File: src/rtl/tpu_host_sequencer_pkg.sv
// Shared types and helpers for the tpu_simple host-side sequencer.
// The lane index helper gives the position of matrix element (r,c) in the flattened operand buses.
package tpu_host_sequencer_pkg;

    typedef enum logic [2:0] {
        ST_IDLE,
        ST_LOAD_A,
        ST_LOAD_B,
        ST_KICK,
        ST_WAIT,
        ST_DRAIN
    } state_t;

    function automatic int unsigned idx(input int unsigned r, input int unsigned c,
                                        input int unsigned size);
        return r * size + c;
    endfunction

    function automatic logic cfg_ok(input logic [7:0] n, input int unsigned size);
        return (n != 8'd0) && (32'(n) <= size);
    endfunction

endpackage

File: src/rtl/tpu_host_sequencer_if.sv
// Host-facing job control, element input stream and result output stream.
// The master modport is the host link side; the slave modport is the sequencer side.
interface tpu_host_sequencer_if #(
    parameter int DATA_WIDTH = 8,
    parameter int ACC_WIDTH  = 32
);
    logic [7:0]            cfg_size;
    logic                  job_start;
    logic                  in_valid;
    logic                  in_ready;
    logic [DATA_WIDTH-1:0] in_data;
    logic                  out_valid;
    logic                  out_ready;
    logic [ACC_WIDTH-1:0]  out_data;
    logic                  out_last;
    logic                  job_busy;
    logic                  job_done;
    logic                  err;

    modport master (
        output cfg_size, job_start, in_valid, in_data, out_ready,
        input  in_ready, out_valid, out_data, out_last, job_busy, job_done, err
    );

    modport slave (
        input  cfg_size, job_start, in_valid, in_data, out_ready,
        output in_ready, out_valid, out_data, out_last, job_busy, job_done, err
    );
endinterface

File: src/rtl/tpu_host_sequencer_rc_counter.sv
// Row/column position counter for an n x n matrix walk: column steps first, both wrap at n.
// The last flag marks position (n-1, n-1).
module tpu_host_sequencer_rc_counter #(
    parameter int CW = 3
) (
    input  logic          clk,
    input  logic          rst_n,
    input  logic          clear,
    input  logic          en,
    input  logic [CW-1:0] n,
    output logic [CW-1:0] row,
    output logic [CW-1:0] col,
    output logic          last
);
    logic [CW-1:0] n_m1;

    assign n_m1 = n - CW'(1);
    assign last = (row == n_m1) && (col == n_m1);

    always_ff @(posedge clk) begin
        if (!rst_n || clear) begin
            row <= '0;
            col <= '0;
        end else if (en) begin
            if (col == n_m1) begin
                col <= '0;
                row <= (row == n_m1) ? '0 : row + CW'(1);
            end else begin
                col <= col + CW'(1);
            end
        end
    end
endmodule

File: src/rtl/tpu_host_sequencer.sv
// Drives tpu_simple through one load/start/wait/read job per host request.
// state    | meaning
// IDLE     | waiting for job_start; bad cfg_size pulses err
// LOAD_A   | accepting n*n A elements, row-major
// LOAD_B   | accepting n*n B elements, row-major
// KICK     | tpu_start high for this single cycle
// WAIT     | waiting for tpu_done under the watchdog
// DRAIN    | streaming C out row-major, last on C(n-1,n-1)
module tpu_host_sequencer
    import tpu_host_sequencer_pkg::*;
#(
    parameter int SIZE           = 4,
    parameter int DATA_WIDTH     = 8,
    parameter int ACC_WIDTH      = 32,
    parameter int TIMEOUT_CYCLES = 1024
) (
    input  logic                            clk,
    input  logic                            rst_n,
    tpu_host_sequencer_if.slave             host,
    output logic                            tpu_start,
    output logic [7:0]                      tpu_size,
    output logic [SIZE*SIZE*DATA_WIDTH-1:0] tpu_a,
    output logic [SIZE*SIZE*DATA_WIDTH-1:0] tpu_b,
    input  logic [SIZE*SIZE*ACC_WIDTH-1:0]  tpu_c,
    input  logic                            tpu_busy,
    input  logic                            tpu_done
);
    localparam int CW = $clog2(SIZE) + 1;
    localparam int WW = $clog2(TIMEOUT_CYCLES) + 1;
    localparam int NL = SIZE * SIZE;
    localparam int LW = (NL > 1) ? $clog2(NL) : 1;

    state_t                state;
    logic [CW-1:0]         n_q;
    logic [CW-1:0]         row;
    logic [CW-1:0]         col;
    logic                  rc_last;
    logic [WW-1:0]         wd;
    logic [LW-1:0]         lane;
    logic                  xfer_in;
    logic                  xfer_out;
    logic                  start_ok;
    logic                  unused_busy;
    logic [DATA_WIDTH-1:0] a_mem [NL];
    logic [DATA_WIDTH-1:0] b_mem [NL];
    logic [ACC_WIDTH-1:0]  c_mem [NL];

    assign unused_busy = tpu_busy;
    assign lane        = LW'(idx(32'(row), 32'(col), SIZE));
    assign xfer_in     = host.in_valid && host.in_ready;
    assign xfer_out    = host.out_valid && host.out_ready;
    assign start_ok    = (state == ST_IDLE) && host.job_start && cfg_ok(host.cfg_size, SIZE);

    // One counter walks A, then B, then C; it wraps to (0,0) at each matrix end.
    tpu_host_sequencer_rc_counter #(.CW(CW)) u_rc (
        .clk   (clk),
        .rst_n (rst_n),
        .clear (start_ok),
        .en    (xfer_in || xfer_out),
        .n     (n_q),
        .row   (row),
        .col   (col),
        .last  (rc_last)
    );

    for (genvar i = 0; i < NL; i++) begin : g_lane
        assign tpu_a[i*DATA_WIDTH +: DATA_WIDTH] = a_mem[i];
        assign tpu_b[i*DATA_WIDTH +: DATA_WIDTH] = b_mem[i];
    end

    assign host.out_data = host.out_valid ? c_mem[lane] : '0;
    assign host.out_last = host.out_valid && rc_last;

    always_ff @(posedge clk) begin
        if (!rst_n) begin
            state         <= ST_IDLE;
            n_q           <= '0;
            tpu_size      <= '0;
            tpu_start     <= 1'b0;
            wd            <= '0;
            host.in_ready  <= 1'b0;
            host.out_valid <= 1'b0;
            host.job_busy  <= 1'b0;
            host.job_done  <= 1'b0;
            host.err       <= 1'b0;
            for (int i = 0; i < NL; i++) begin
                a_mem[i] <= '0;
                b_mem[i] <= '0;
                c_mem[i] <= '0;
            end
        end else begin
            tpu_start     <= 1'b0;
            host.job_done <= 1'b0;
            host.err      <= 1'b0;
            case (state)
                ST_IDLE: begin
                    if (start_ok) begin
                        tpu_size      <= host.cfg_size;
                        n_q           <= host.cfg_size[CW-1:0];
                        host.in_ready <= 1'b1;
                        host.job_busy <= 1'b1;
                        state         <= ST_LOAD_A;
                        for (int i = 0; i < NL; i++) begin
                            a_mem[i] <= '0;
                            b_mem[i] <= '0;
                        end
                    end else if (host.job_start) begin
                        host.err <= 1'b1;
                    end
                end
                ST_LOAD_A: begin
                    if (xfer_in) begin
                        a_mem[lane] <= host.in_data;
                        if (rc_last) state <= ST_LOAD_B;
                    end
                end
                ST_LOAD_B: begin
                    if (xfer_in) begin
                        b_mem[lane] <= host.in_data;
                        if (rc_last) begin
                            host.in_ready <= 1'b0;
                            tpu_start     <= 1'b1;
                            state         <= ST_KICK;
                        end
                    end
                end
                ST_KICK: begin
                    wd    <= '0;
                    state <= ST_WAIT;
                end
                ST_WAIT: begin
                    if (tpu_done) begin
                        for (int i = 0; i < NL; i++) c_mem[i] <= tpu_c[i*ACC_WIDTH +: ACC_WIDTH];
                        host.out_valid <= 1'b1;
                        state          <= ST_DRAIN;
                    end else if (wd == WW'(TIMEOUT_CYCLES - 1)) begin
                        host.err      <= 1'b1;
                        host.job_busy <= 1'b0;
                        state         <= ST_IDLE;
                    end else begin
                        wd <= wd + WW'(1);
                    end
                end
                ST_DRAIN: begin
                    if (xfer_out && rc_last) begin
                        host.out_valid <= 1'b0;
                        host.job_done  <= 1'b1;
                        host.job_busy  <= 1'b0;
                        state          <= ST_IDLE;
                    end
                end
                default: state <= ST_IDLE;
            endcase
        end
    end
endmodule

File: src/flat_wrapper.sv
// flat-port wrapper written by rule: the top's interface ports become plain ports
module tpu_host_sequencer_flat import tpu_host_sequencer_pkg::*;
#(
    parameter int SIZE           = 4,
    parameter int DATA_WIDTH     = 8,
    parameter int ACC_WIDTH      = 32,
    parameter int TIMEOUT_CYCLES = 1024
)
  (clk, rst_n, tpu_start, tpu_size, tpu_a, tpu_b, tpu_c, tpu_busy, tpu_done, host_cfg_size, host_job_start, host_in_valid, host_in_data, host_out_ready, host_in_ready, host_out_valid, host_out_data, host_out_last, host_job_busy, host_job_done, host_err);
  tpu_host_sequencer_if #(.DATA_WIDTH(DATA_WIDTH), .ACC_WIDTH(ACC_WIDTH)) host_i ();
  input  logic clk;
  input  logic rst_n;
  output logic tpu_start;
  output logic [7:0] tpu_size;
  output logic [SIZE*SIZE*DATA_WIDTH-1:0] tpu_a;
  output logic [SIZE*SIZE*DATA_WIDTH-1:0] tpu_b;
  input  logic [SIZE*SIZE*ACC_WIDTH-1:0] tpu_c;
  input  logic tpu_busy;
  input  logic tpu_done;
  input wire logic [$bits(host_i.cfg_size)-1:0] host_cfg_size;
  input wire logic [$bits(host_i.job_start)-1:0] host_job_start;
  input wire logic [$bits(host_i.in_valid)-1:0] host_in_valid;
  input wire logic [$bits(host_i.in_data)-1:0] host_in_data;
  input wire logic [$bits(host_i.out_ready)-1:0] host_out_ready;
  output wire logic [$bits(host_i.in_ready)-1:0] host_in_ready;
  output wire logic [$bits(host_i.out_valid)-1:0] host_out_valid;
  output wire logic [$bits(host_i.out_data)-1:0] host_out_data;
  output wire logic [$bits(host_i.out_last)-1:0] host_out_last;
  output wire logic [$bits(host_i.job_busy)-1:0] host_job_busy;
  output wire logic [$bits(host_i.job_done)-1:0] host_job_done;
  output wire logic [$bits(host_i.err)-1:0] host_err;
  assign host_i.cfg_size = host_cfg_size;
  assign host_i.job_start = host_job_start;
  assign host_i.in_valid = host_in_valid;
  assign host_i.in_data = host_in_data;
  assign host_i.out_ready = host_out_ready;
  assign host_in_ready = host_i.in_ready;
  assign host_out_valid = host_i.out_valid;
  assign host_out_data = host_i.out_data;
  assign host_out_last = host_i.out_last;
  assign host_job_busy = host_i.job_busy;
  assign host_job_done = host_i.job_done;
  assign host_err = host_i.err;
  tpu_host_sequencer #(.SIZE(SIZE), .DATA_WIDTH(DATA_WIDTH), .ACC_WIDTH(ACC_WIDTH), .TIMEOUT_CYCLES(TIMEOUT_CYCLES)) u_core (.clk(clk), .rst_n(rst_n), .host(host_i), .tpu_start(tpu_start), .tpu_size(tpu_size), .tpu_a(tpu_a), .tpu_b(tpu_b), .tpu_c(tpu_c), .tpu_busy(tpu_busy), .tpu_done(tpu_done));
endmodule
File: config.mk
export PLATFORM = sky130hd
export DESIGN_NAME = tpu_host_sequencer_flat
export DESIGN_NICKNAME = d
export VERILOG_FILES = /design/src/rtl/tpu_host_sequencer_pkg.sv /design/src/rtl/tpu_host_sequencer_if.sv /design/src/rtl/tpu_host_sequencer_rc_counter.sv /design/src/rtl/tpu_host_sequencer.sv /design/src/flat_wrapper.sv
export SDC_FILE = /design/constraint.sdc
export NUM_CORES = 1
export LEC_CHECK = 0
export CAP_MARGIN = 5
export CORE_AREA = 3 3 328 330
export DETAILED_ROUTE_END_ITERATION = 10
export DIE_AREA = 0 0 331 333
export SETUP_SLACK_MARGIN = 0.02
export SLEW_MARGIN = 20
export SYNTH_ARGS = -nofsm -noshare
export SYNTH_HDL_FRONTEND = slang
export SYNTH_SLANG_ARGS = --single-unit
File: constraint.sdc
create_clock -name clk -period 14.17 [get_ports clk]
set_input_delay 2.834 -clock clk [delete_from_list [all_inputs] [get_ports clk]]
set_output_delay 2.834 -clock clk [all_outputs]
set_load 0.02 [all_outputs]
==> results.cfg <==
[global_routing]
grt_pass1_wl_microns = 151000
use_met2_pct = 33.0
grt_usage_pct = 19.0
busiest_layer = met2
antenna_found_initial = 49
grt_remaining_overflow = 0
grt_max_degree = 289
globalRouteMet3Util_pct = 5.37
grt_pass1_vias = 22076
use_met1_pct = 22.9

[pwr]
p_comb_share_pct = 7.3
p_sw_share_pct = 21.2
netSwitchingPower_mw = 1.18
cellLeakagePower_nw = 16.6
p_int_mw = 4.38
seq_power_share_pct = 49.1
p_per_area_nw_per_um2 = 117
irDropWorstVdd_uv = 81.6
pwr-share-clk_pct = 43.6

[place]
dp_hpwl_microns = 78700
io_buffers = 836
dpl_cell_area_sq_um = 44200
gp_congestion = 0.853

[floorplanning]
die_x_microns = 331
die_area_sq_um = 110000
core-area_sq_um = 105000
start_util_pct = 32.8
row_count = 119
die-height_microns = 333
ios = 838

[sta]
finalSetupTns_ns = 0
drv_slew = 0
slew_headroom_pct = 21.5
min_period_ns = 7.73
skew_ns = 0.0155
rsz0062_at_grt = false
setup_violations = 0
hold_viol_final = 0
fmax_mhz = 129
whs_ns = 0.469
worstMarginPinSlew_ns = 1.18
finalCritPeriodShare_pct = 54.5

[cts]
cts_hold_buffers = 0
cts_resized = 0
cts_buffer_depth = 3
cts_setup_buffers = 0
cts.sinks = 802
insertion_delay_ns = 0.65
numCtsBuffers = 87
path_clk_slew_ns = 0.06
cts_tree = yes
root_buffer = clkbuf_16
cts_max_level = 3

[synthesis]
synthFlopType = edfxtp_1
synth_top_area_share_pct = 66.9
seq_area_frac_synth_pct = 68.9
syn_nets = 2699
yosys-top-cells-area = edfxtp_1 67%, and2_1 15%, mux4_2 10%
synth-seq-cells = 802
synth.most_common_cell = and2_1
synth-edff-count = 768
synthCells = 2156
synthArstFlopShare_pct = 0
synth_cell_types = 55
synth.avg_cell_area_sq_um = 16.0
synth_warnings = 0
synth_area_sq_um = 34500
synth_commonest_cells = 809 x and2_1, 768 x edfxtp_1, 160 x mux4_2
synth.largest_area_cell = edfxtp_1

[route]
vias_per_cell = 4.71
totalWireLength_microns = 107000
first_pass_iters = 5
antenna_left = 0
drc_errors = 0
first_iter_violations = 1672
vias = 20986
post_drt_wl_per_cell_microns = 24.0

[setup_path]
slowest_stage = mux4_2
crit_path_end = host_out_data[29]
worst_setup_path_end_kind = primary output
critical_path_buf_inv_count = 3
critical_path_required_ns = 11.34
r2r_end = u_core.c_mem[4][24]
cp.depth = 6
crit_arrival_ns = 4.89
worst-r2r-setup-slack_ns = 9.88
critical_path_class = register to primary output
cp_slowest_stage_delay_ns = 0.72
r2r_cells = 6
startpoint = u_core.u_rc.col[0]
critical-path-top-delay-family = buffers and inverters
r2r-start = u_core.state[2]
crit_top_cell = mux4_2
path_max_fanout = 85
critPathLaunchType = register
path_cells = buf_4 > buf_12 > mux4_2 > mux4_2 > and2_1 > clkdlybuf4s50_1

[finish]
fin_nets = 3506
drive_gt1_share_pct = 11.0
stdcell_area_sq_um = 47400
area_growth_syn_to_layout_pct = 37.5
final_core_util_pct = 45.1
fillers = 9222

[status]
outcome = completed

[run]
cap_violations = 0

[min_path]
min_path_type = register to register
registers in the layout, summed over array words and instances (netlist names):
signal / flops
u_core.a_mem: 128
u_core.b_mem: 128
u_core.c_mem: 512
u_core.host.err: 1
u_core.host.in_ready: 1
u_core.host.job_busy: 1
u_core.host.job_done: 1
u_core.host.out_valid: 1
u_core.n_q: 2
u_core.state: 3
u_core.tpu_size: 6
u_core.tpu_start: 1
u_core.u_rc.col: 3
u_core.u_rc.row: 3
u_core.wd: 11
final cells by class:
cell class              count  area, sq um  area share, %
inverters                  11         41.3         0.0872
multi-input cells        1206        10100           21.4
flip-flops and latches    802        23800           50.1
well taps                1391         1740           3.67
diodes                     27         67.6          0.143
clock buffers              96         2230           4.71
repair buffers            855         8580           18.1
clock inverters            66          836           1.76
cell usage in the layout, fill, tap and decap left out, drive strengths merged, types with 2 or more instances in the layout:
cell / count
mux2i: 3
buf: 24
diode: 27
or2: 2
clkinvlp: 5
mux4: 160
nand3b: 3
clkbuf: 96
clkinv: 36
dfxtp: 34
a211oi: 3
bufinv: 17
nor2b: 2
clkdlybuf4s50: 831
nor3b: 2
nand4: 6
nand2b: 6
nor4b: 2
and3: 2
nor3: 8
nand3: 6
ha: 8
and2: 810
nor4: 9
nand2: 29
xor2: 4
xnor2: 12
o21ai: 40
a21oi: 15
inv: 19
nor2: 56
edfxtp: 768
how the worst min path moves through the flow:
stage | endpoint | from | cells after the start
after global routing | u_core.tpu_size[6] | u_core.tpu_size[6] | 1
after global placement | u_core.tpu_size[4] | u_core.tpu_size[4] | 1
after floorplan | u_core.wd[1] | u_core.wd[1] | 2
after CTS | u_core.tpu_size[6] | u_core.tpu_size[6] | 1
after detailed placement | u_core.tpu_size[3] | u_core.tpu_size[3] | 1
final | u_core.tpu_size[5] | u_core.tpu_size[5] | 1
per-layer routing:
metal / share of wire [%] / vias up
li1: - / 9519
met1: 39 / 10421
met2: 51 / 857
met3: 8.3 / 155
met4: 2.1 / 34
met5: 0.20 / -
per-stage QoR:
stage | power [mW] | worst slack, ns | std cells
6_report | 5.56 | 6.44 | 4454
2_1_floorplan | 2.94 | 4.14 | 2156
3_5_place_dp | 3.19 | 6.93 | 4263
3_3_place_gp | 3.18 | 6.97 | 4263
4_1_cts | 5.63 | 6.19 | 4425
5_1_grt | 5.74 | 6.08 | 4439
logic make-up after synthesis:
family                     synth area share (%)
AOI/OAI and AO/OA                          1.11
xor gates and xnor gates                  0.563
and+or+nand+nor                            16.7
buffers and inverters                      1.88
muxes                                      10.5
adders and majority gates                 0.290
DFF                                        68.9
power groups by stage:
| stage | sequential (mW) | clock, mW | combinational, mW |
|---|---|---|---|
| 6_report | 2.73 | 2.43 | 0.407 |
| 5_1_grt | 2.74 | 2.57 | 0.432 |
| 4_1_cts | 2.73 | 2.49 | 0.412 |
| 3_5_place_dp | 2.78 | 0 | 0.411 |
| 3_3_place_gp | 2.78 | 0 | 0.407 |
| 2_1_floorplan | 2.83 | 0 | 0.108 |
(Power assumes the default switching activity.)
